--- config.mk ---
export PLATFORM = sky130hd
export DESIGN_NAME = mem_stage
export DESIGN_NICKNAME = d
export VERILOG_FILES = /design/src/rtl/mem_stage.sv
export SDC_FILE = /design/constraint.sdc
export NUM_CORES = 1
export LEC_CHECK = 0
export CAP_MARGIN = 20
export CORE_ASPECT_RATIO = 2
export CORE_MARGIN = 10
export CORE_UTILIZATION = 47
export CTS_BUF_LIST = sky130_fd_sc_hd__clkbuf_16
export DETAILED_ROUTE_END_ITERATION = 16
export PLACE_DENSITY = 0.83
export SLEW_MARGIN = 20
export SYNTH_ARGS = -nofsm -noshare
export SYNTH_HDL_FRONTEND = slang
export SYNTH_SLANG_ARGS = --single-unit
--- constraint.sdc ---
create_clock -name clk -period 3.88 [get_ports clk]
set_input_delay 0.388 -clock clk [delete_from_list [all_inputs] [get_ports clk]]
set_output_delay 0.388 -clock clk [all_outputs]
set_load 0.02 [all_outputs]
--- src/rtl/mem_stage.sv ---
// MEM pipeline stage: registers the EX bus, captures and holds SRAM read data across
// stalls, aligns/extends load data and drives the WB and forwarding buses.
module mem_stage #(
   parameter int EX_TO_MEM_WD = 81,
   parameter int MEM_TO_WB_WD = 70,
   parameter int STALL_W      = 6
) (
   input  logic                    clk,
   input  logic                    resetn,
   input  logic [STALL_W-1:0]      stall,
   input  logic [EX_TO_MEM_WD-1:0] ex_to_mem_bus,
   input  logic [31:0]             data_sram_rdata,
   output logic [MEM_TO_WB_WD-1:0] mem_to_wb_bus,
   output logic [37:0]             mem_to_rf_bus,
   output logic                    mem_adel
);

   typedef enum logic [1:0] {
      ST_EMPTY = 2'd0,
      ST_FRESH = 2'd1,
      ST_HELD  = 2'd2
   } rd_state_t;

   logic [EX_TO_MEM_WD-1:0] r_bus;
   rd_state_t               r_state;
   logic [31:0]             r_rdata_hold;

   logic w_mem_stall;
   logic w_wb_stall;
   logic w_in_is_load;
   logic w_unused;

   assign w_mem_stall  = stall[3];
   assign w_wb_stall   = stall[4];
   assign w_in_is_load = ex_to_mem_bus[43] & (|ex_to_mem_bus[80:76]);
   assign w_unused     = &{1'b0, stall[STALL_W-1:5], stall[2:0]};

   // A new load entering MEM always restarts capture, whatever the previous state was.
   always_ff @(posedge clk) begin
      if (!resetn) begin
         r_bus        <= '0;
         r_state      <= ST_EMPTY;
         r_rdata_hold <= '0;
      end else if (!w_mem_stall) begin
         r_bus   <= ex_to_mem_bus;
         r_state <= w_in_is_load ? ST_FRESH : ST_EMPTY;
      end else if (!w_wb_stall) begin
         r_bus   <= '0;
         r_state <= ST_EMPTY;
      end else begin
         case (r_state)
            ST_FRESH: begin
               r_state      <= ST_HELD;
               r_rdata_hold <= data_sram_rdata;
            end
            default: r_state <= r_state;
         endcase
      end
   end

   logic [4:0]  w_mem_op;
   logic [31:0] w_pc;
   logic        w_sram_en;
   logic [3:0]  w_ram_wen;
   logic        w_sel_rf_res;
   logic        w_rf_we_in;
   logic [4:0]  w_rf_waddr;
   logic [31:0] w_ex_result;
   logic [1:0]  w_addr_lo;

   assign w_mem_op     = r_bus[80:76];
   assign w_pc         = r_bus[75:44];
   assign w_sram_en    = r_bus[43];
   assign w_ram_wen    = r_bus[42:39];
   assign w_sel_rf_res = r_bus[38];
   assign w_rf_we_in   = r_bus[37];
   assign w_rf_waddr   = r_bus[36:32];
   assign w_ex_result  = r_bus[31:0];
   assign w_addr_lo    = w_ex_result[1:0];

   logic w_op_lb, w_op_lbu, w_op_lh, w_op_lhu, w_op_lw;
   assign {w_op_lb, w_op_lbu, w_op_lh, w_op_lhu, w_op_lw} = w_mem_op;

   logic [31:0] w_load_raw;
   logic [7:0]  w_byte;
   logic [15:0] w_half;
   logic [31:0] w_load_data;

   always_comb begin
      w_load_raw = '0;
      case (r_state)
         ST_FRESH: w_load_raw = data_sram_rdata;
         ST_HELD:  w_load_raw = r_rdata_hold;
         default:  w_load_raw = '0;
      endcase
   end

   always_comb begin
      w_byte = '0;
      case (w_addr_lo)
         2'd0:    w_byte = w_load_raw[7:0];
         2'd1:    w_byte = w_load_raw[15:8];
         2'd2:    w_byte = w_load_raw[23:16];
         default: w_byte = w_load_raw[31:24];
      endcase
   end

   // Misaligned halfwords still pick by a[1]; the exception flag reports the fault.
   assign w_half = w_addr_lo[1] ? w_load_raw[31:16] : w_load_raw[15:0];

   always_comb begin
      w_load_data = '0;
      if (w_op_lb)       w_load_data = {{24{w_byte[7]}}, w_byte};
      else if (w_op_lbu) w_load_data = {24'd0, w_byte};
      else if (w_op_lh)  w_load_data = {{16{w_half[15]}}, w_half};
      else if (w_op_lhu) w_load_data = {16'd0, w_half};
      else if (w_op_lw)  w_load_data = w_load_raw;
   end

   logic        w_is_store;
   logic        w_rf_we;
   logic [31:0] w_rf_wdata;

   assign w_is_store = w_sram_en & (|w_ram_wen);
   assign w_rf_we    = w_rf_we_in & ~w_is_store;
   assign w_rf_wdata = w_sel_rf_res ? w_load_data : w_ex_result;

   assign mem_to_wb_bus = {w_pc, w_rf_we, w_rf_waddr, w_rf_wdata};
   assign mem_to_rf_bus = {w_rf_we, w_rf_waddr, w_rf_wdata};
   assign mem_adel      = ((w_op_lh | w_op_lhu) & w_addr_lo[0]) |
                          (w_op_lw & (w_addr_lo != 2'd0));

endmodule

==> results by group <==
Outcome
  • Outcome: completed

Worst setup path
  • Kind of critical path: flop to primary output
  • Crit path capture type: primary output
  • RR Endpoint: r_rdata_hold[26]
  • R2R Path Start: r_state[1]
  • Crit-path max FO: 13
  • Startpoint types: flop
  • Critical path arrival: 3200 ps
  • Critical Path RT: 3490 ps
  • Reg-to-reg slack, setup: 1580 ps
  • R2R depth: 6

Hold path
  • Worst Hold Launch: r_rdata_hold[29]
  • Cells on Worst Hold Path: 2
  • Hold EP: r_rdata_hold[29]
  • Tightest Hold Check Type: flop to flop

Power
  • Clk network pwr share: a little under half
  • Switching pwr: approximately 870 uW
  • Net Sw Frac: a little over a quarter
  • Max VDD drop: 450 uV
  • Leak: 0.00301 uW
  • Sequential power share: between 30% and 40%
  • Comb power frac: roughly 17%
  • Pwr dens: between 400 and 500 nW/um2
  • Internal power: roughly 2500 uW

Timing
  • F_max: approximately 280 MHz
  • Worst-margin pin slew: ~910 ps
  • Final Skew: approximately 8.4 ps
  • Final setup viols: 0
  • Final Max Slew Viols: 0
  • Fin crit share: around 92%
  • Setup total negative slack: 0 ps
  • Worst rel slew slack: between 30% and 40%
  • RSZ-0062 raised after global routing: false
  • Post-route minimum period: approximately 3600 ps
  • Final hold violation count: 0

Synthesis
  • Yosys reg bits: roughly 120
  • Post-synth EDFFs: 0
  • Most frequent cells after synthesis: dfxtp_1 (115), a22o_1 (102), nand2_1 (84)
  • Share of the synthesized area in the top cell type: 40.7%
  • Mapped Cells: around 620
  • Post-Syn Area: 5660 um2
  • Yosys top cell by area: dfxtp_1
  • Top_reg_cell synth: dfxtp_1
  • Sequential share of the synthesized area: just over 40%
  • Synth Net Count: 747
  • Synthesized area per cell: between 9 and 10 um2
  • Async SR Flop Fraction: 0%
  • Synth top area cells: dfxtp_1 (41%), a22o_1 (16%), buf_4 (10%)
  • Netlist cell types: 48
  • Most numerous cell in the Yosys netlist: dfxtp_1
  • Synth warn: 0

Layout
  • Reg area: 2300 um2
  • Share of cells above drive strength 1: under 10%
  • Final instance area: ~8000 um2
  • Fillers: about 950
  • Area Growth Syn to Fin: 41.1%
  • Area of the multi-input gates: ~2500 um2
  • Final net count: 881

Drt
  • Iter 0 DRT Violations: 327
  • DR DRC count: 0
  • Final wirelength: ~20 mm
  • DR vias/cell: between 5 and 6
  • WL/cell: 21.7 um
  • DR vias: ~5.2k
  • ANT nets after route: 0
  • DR pass1 iterations: 5

Floorplanning
  • Die area: about 17000 um2
  • Num ports: between 200 and 250
  • Cell Rows: 56
  • Core area: ~12000 um2
  • Initial Util: between 40% and 50%
  • Die span in x: roughly 98 um
  • Die H: ~180 um

Global route
  • Antenna violations before repair: 1
  • Grt ovf: 0
  • Global-route wire length before repair: roughly 30 mm
  • Gr usage total: between 20% and 30%
  • Vias in the first global route: around 5.6k
  • Largest net degree at the start of global routing: 51

Clock tree
  • Postcts setup bufs: 0
  • CTS tree: yes
  • Clock buffer depth: 2
  • Reg clk slew, reported paths: 50 ps
  • Root Buffer: clkbuf_16
  • Clk_lat worst skew: about 410 ps
  • # H-tree levels: 4
  • TritonCTS Buffers: 17
  • Sink Count: about 120

Placement
  • Port Buffer Count: roughly 230
  • DP Area: between 7000 and 8000 um2
  • Post-DP HPWL: ~16 mm
  • Final Wtd Congestion: slightly above 0.9

Run
  • Max-Cap Viols: 0
-- worst max path at each step --
stage / start / endpoint / slack (ps) / depth (start not counted)
finish: r_state[1] / mem_to_rf_bus[26] / 290 / 8
detailed placement: r_state[0] / mem_to_wb_bus[7] / 530 / 7
CTS: r_state[0] / mem_to_wb_bus[7] / 100 / 7
floorplan: r_state[0] / mem_to_wb_bus[7] / 1230 / 7
global placement: r_state[0] / mem_to_rf_bus[26] / 580 / 8
global route: r_state[1] / mem_to_rf_bus[3] / 170 / 8
-- worst max-delay path, cell delays in order, from the launching register on --
cell and delay (ps):
dfxtp_1 350, inv_1 60, ha_1 380, a22oi_1 510, o221ai_2 240, a32oi_4 350
buf_4 250, nand2_2 90, clkdlybuf4s50_1 550
-- power groups by stage --
stage	registers, uW	logic (uW)	clock network, uW
2_1_floorplan	1280	314	0
3_3_place_gp	1290	549	0
3_5_place_dp	1290	558	0
4_1_cts	1270	561	1520
5_1_grt	1270	591	1570
6_report	1270	558	1500
-- cell usage in the layout, fill, tap and decap left out, types with 3 or more instances in the layout --
master             n
clkdlybuf4s50_1  225
a21oi_1           18
a41oi_1            6
o21ai_0           20
a22o_1           102
o211ai_1           8
nor2_1            16
dfxtp_1          114
and2_0             6
nand2_1           84
clkbuf_16         17
and2_1             3
nor3_2             3
a22oi_1            8
inv_1             10
a31oi_1           10
clkinvlp_4         3
buf_4             12
a22oi_2            3
nor2b_1           14
nand2_2           10
a21boi_0          32
and3_1             3
-- final cells by class --
class                           instances  share of cell area (%)
Inverter                                8                   0.376
Sequential cell                       115                    28.8
Multi-Input combinational cell        378                    31.8
Tap cell                              145                    2.27
Clock buffer                           17                    5.33
Clock inverter                         15                    1.79
Timing Repair Buffer                  238                    29.6
Antenna cell                            1                  0.0313
-- timing repair --
item	4_1_cts	5_1_grt
gates resized for setup	0	1
hold buffers	0	0
setup endpoints to repair	0	2
-- sequential cells by signal, indices dropped and copies added, names as in the netlist --
signal / count
r_state: 2
r_rdata_hold: 32
r_bus: 81
-- stage by stage --
step           setup slack (ps)  cells  total power [uW]  hold WS [ps]  util, %
2_1_floorplan              1230    624              1590           434        -
3_3_place_gp                581    884              1840           448     63.0
3_5_place_dp                530    884              1850           452     63.0
4_1_cts                     101    916              3340           464     67.8
5_1_grt                     167    917              3430           486     67.8
6_report                    292    917              3330           462     67.8
-- kinds of logic after synthesis --
family | count (synthesis) | share of synthesized area [%]
AOI/OAI and AO/OA | 222 | 30.9
and+or+nand+nor | 154 | 13.3
buffers and inverters | 131 | 14.7
DFF | 115 | 40.7
adders and majority gates | 2 | 0.442
-- per-layer routing --
layer,track usage (%),wire length (um),vias up
met5,0,0,-
met4,15.6,1200,0
met3,7.39,1430,62
met2,39.9,10500,272
met1,20.1,6830,2454
li1,-,-,2440
No activity file was read; power rests on OpenSTA's default activity.
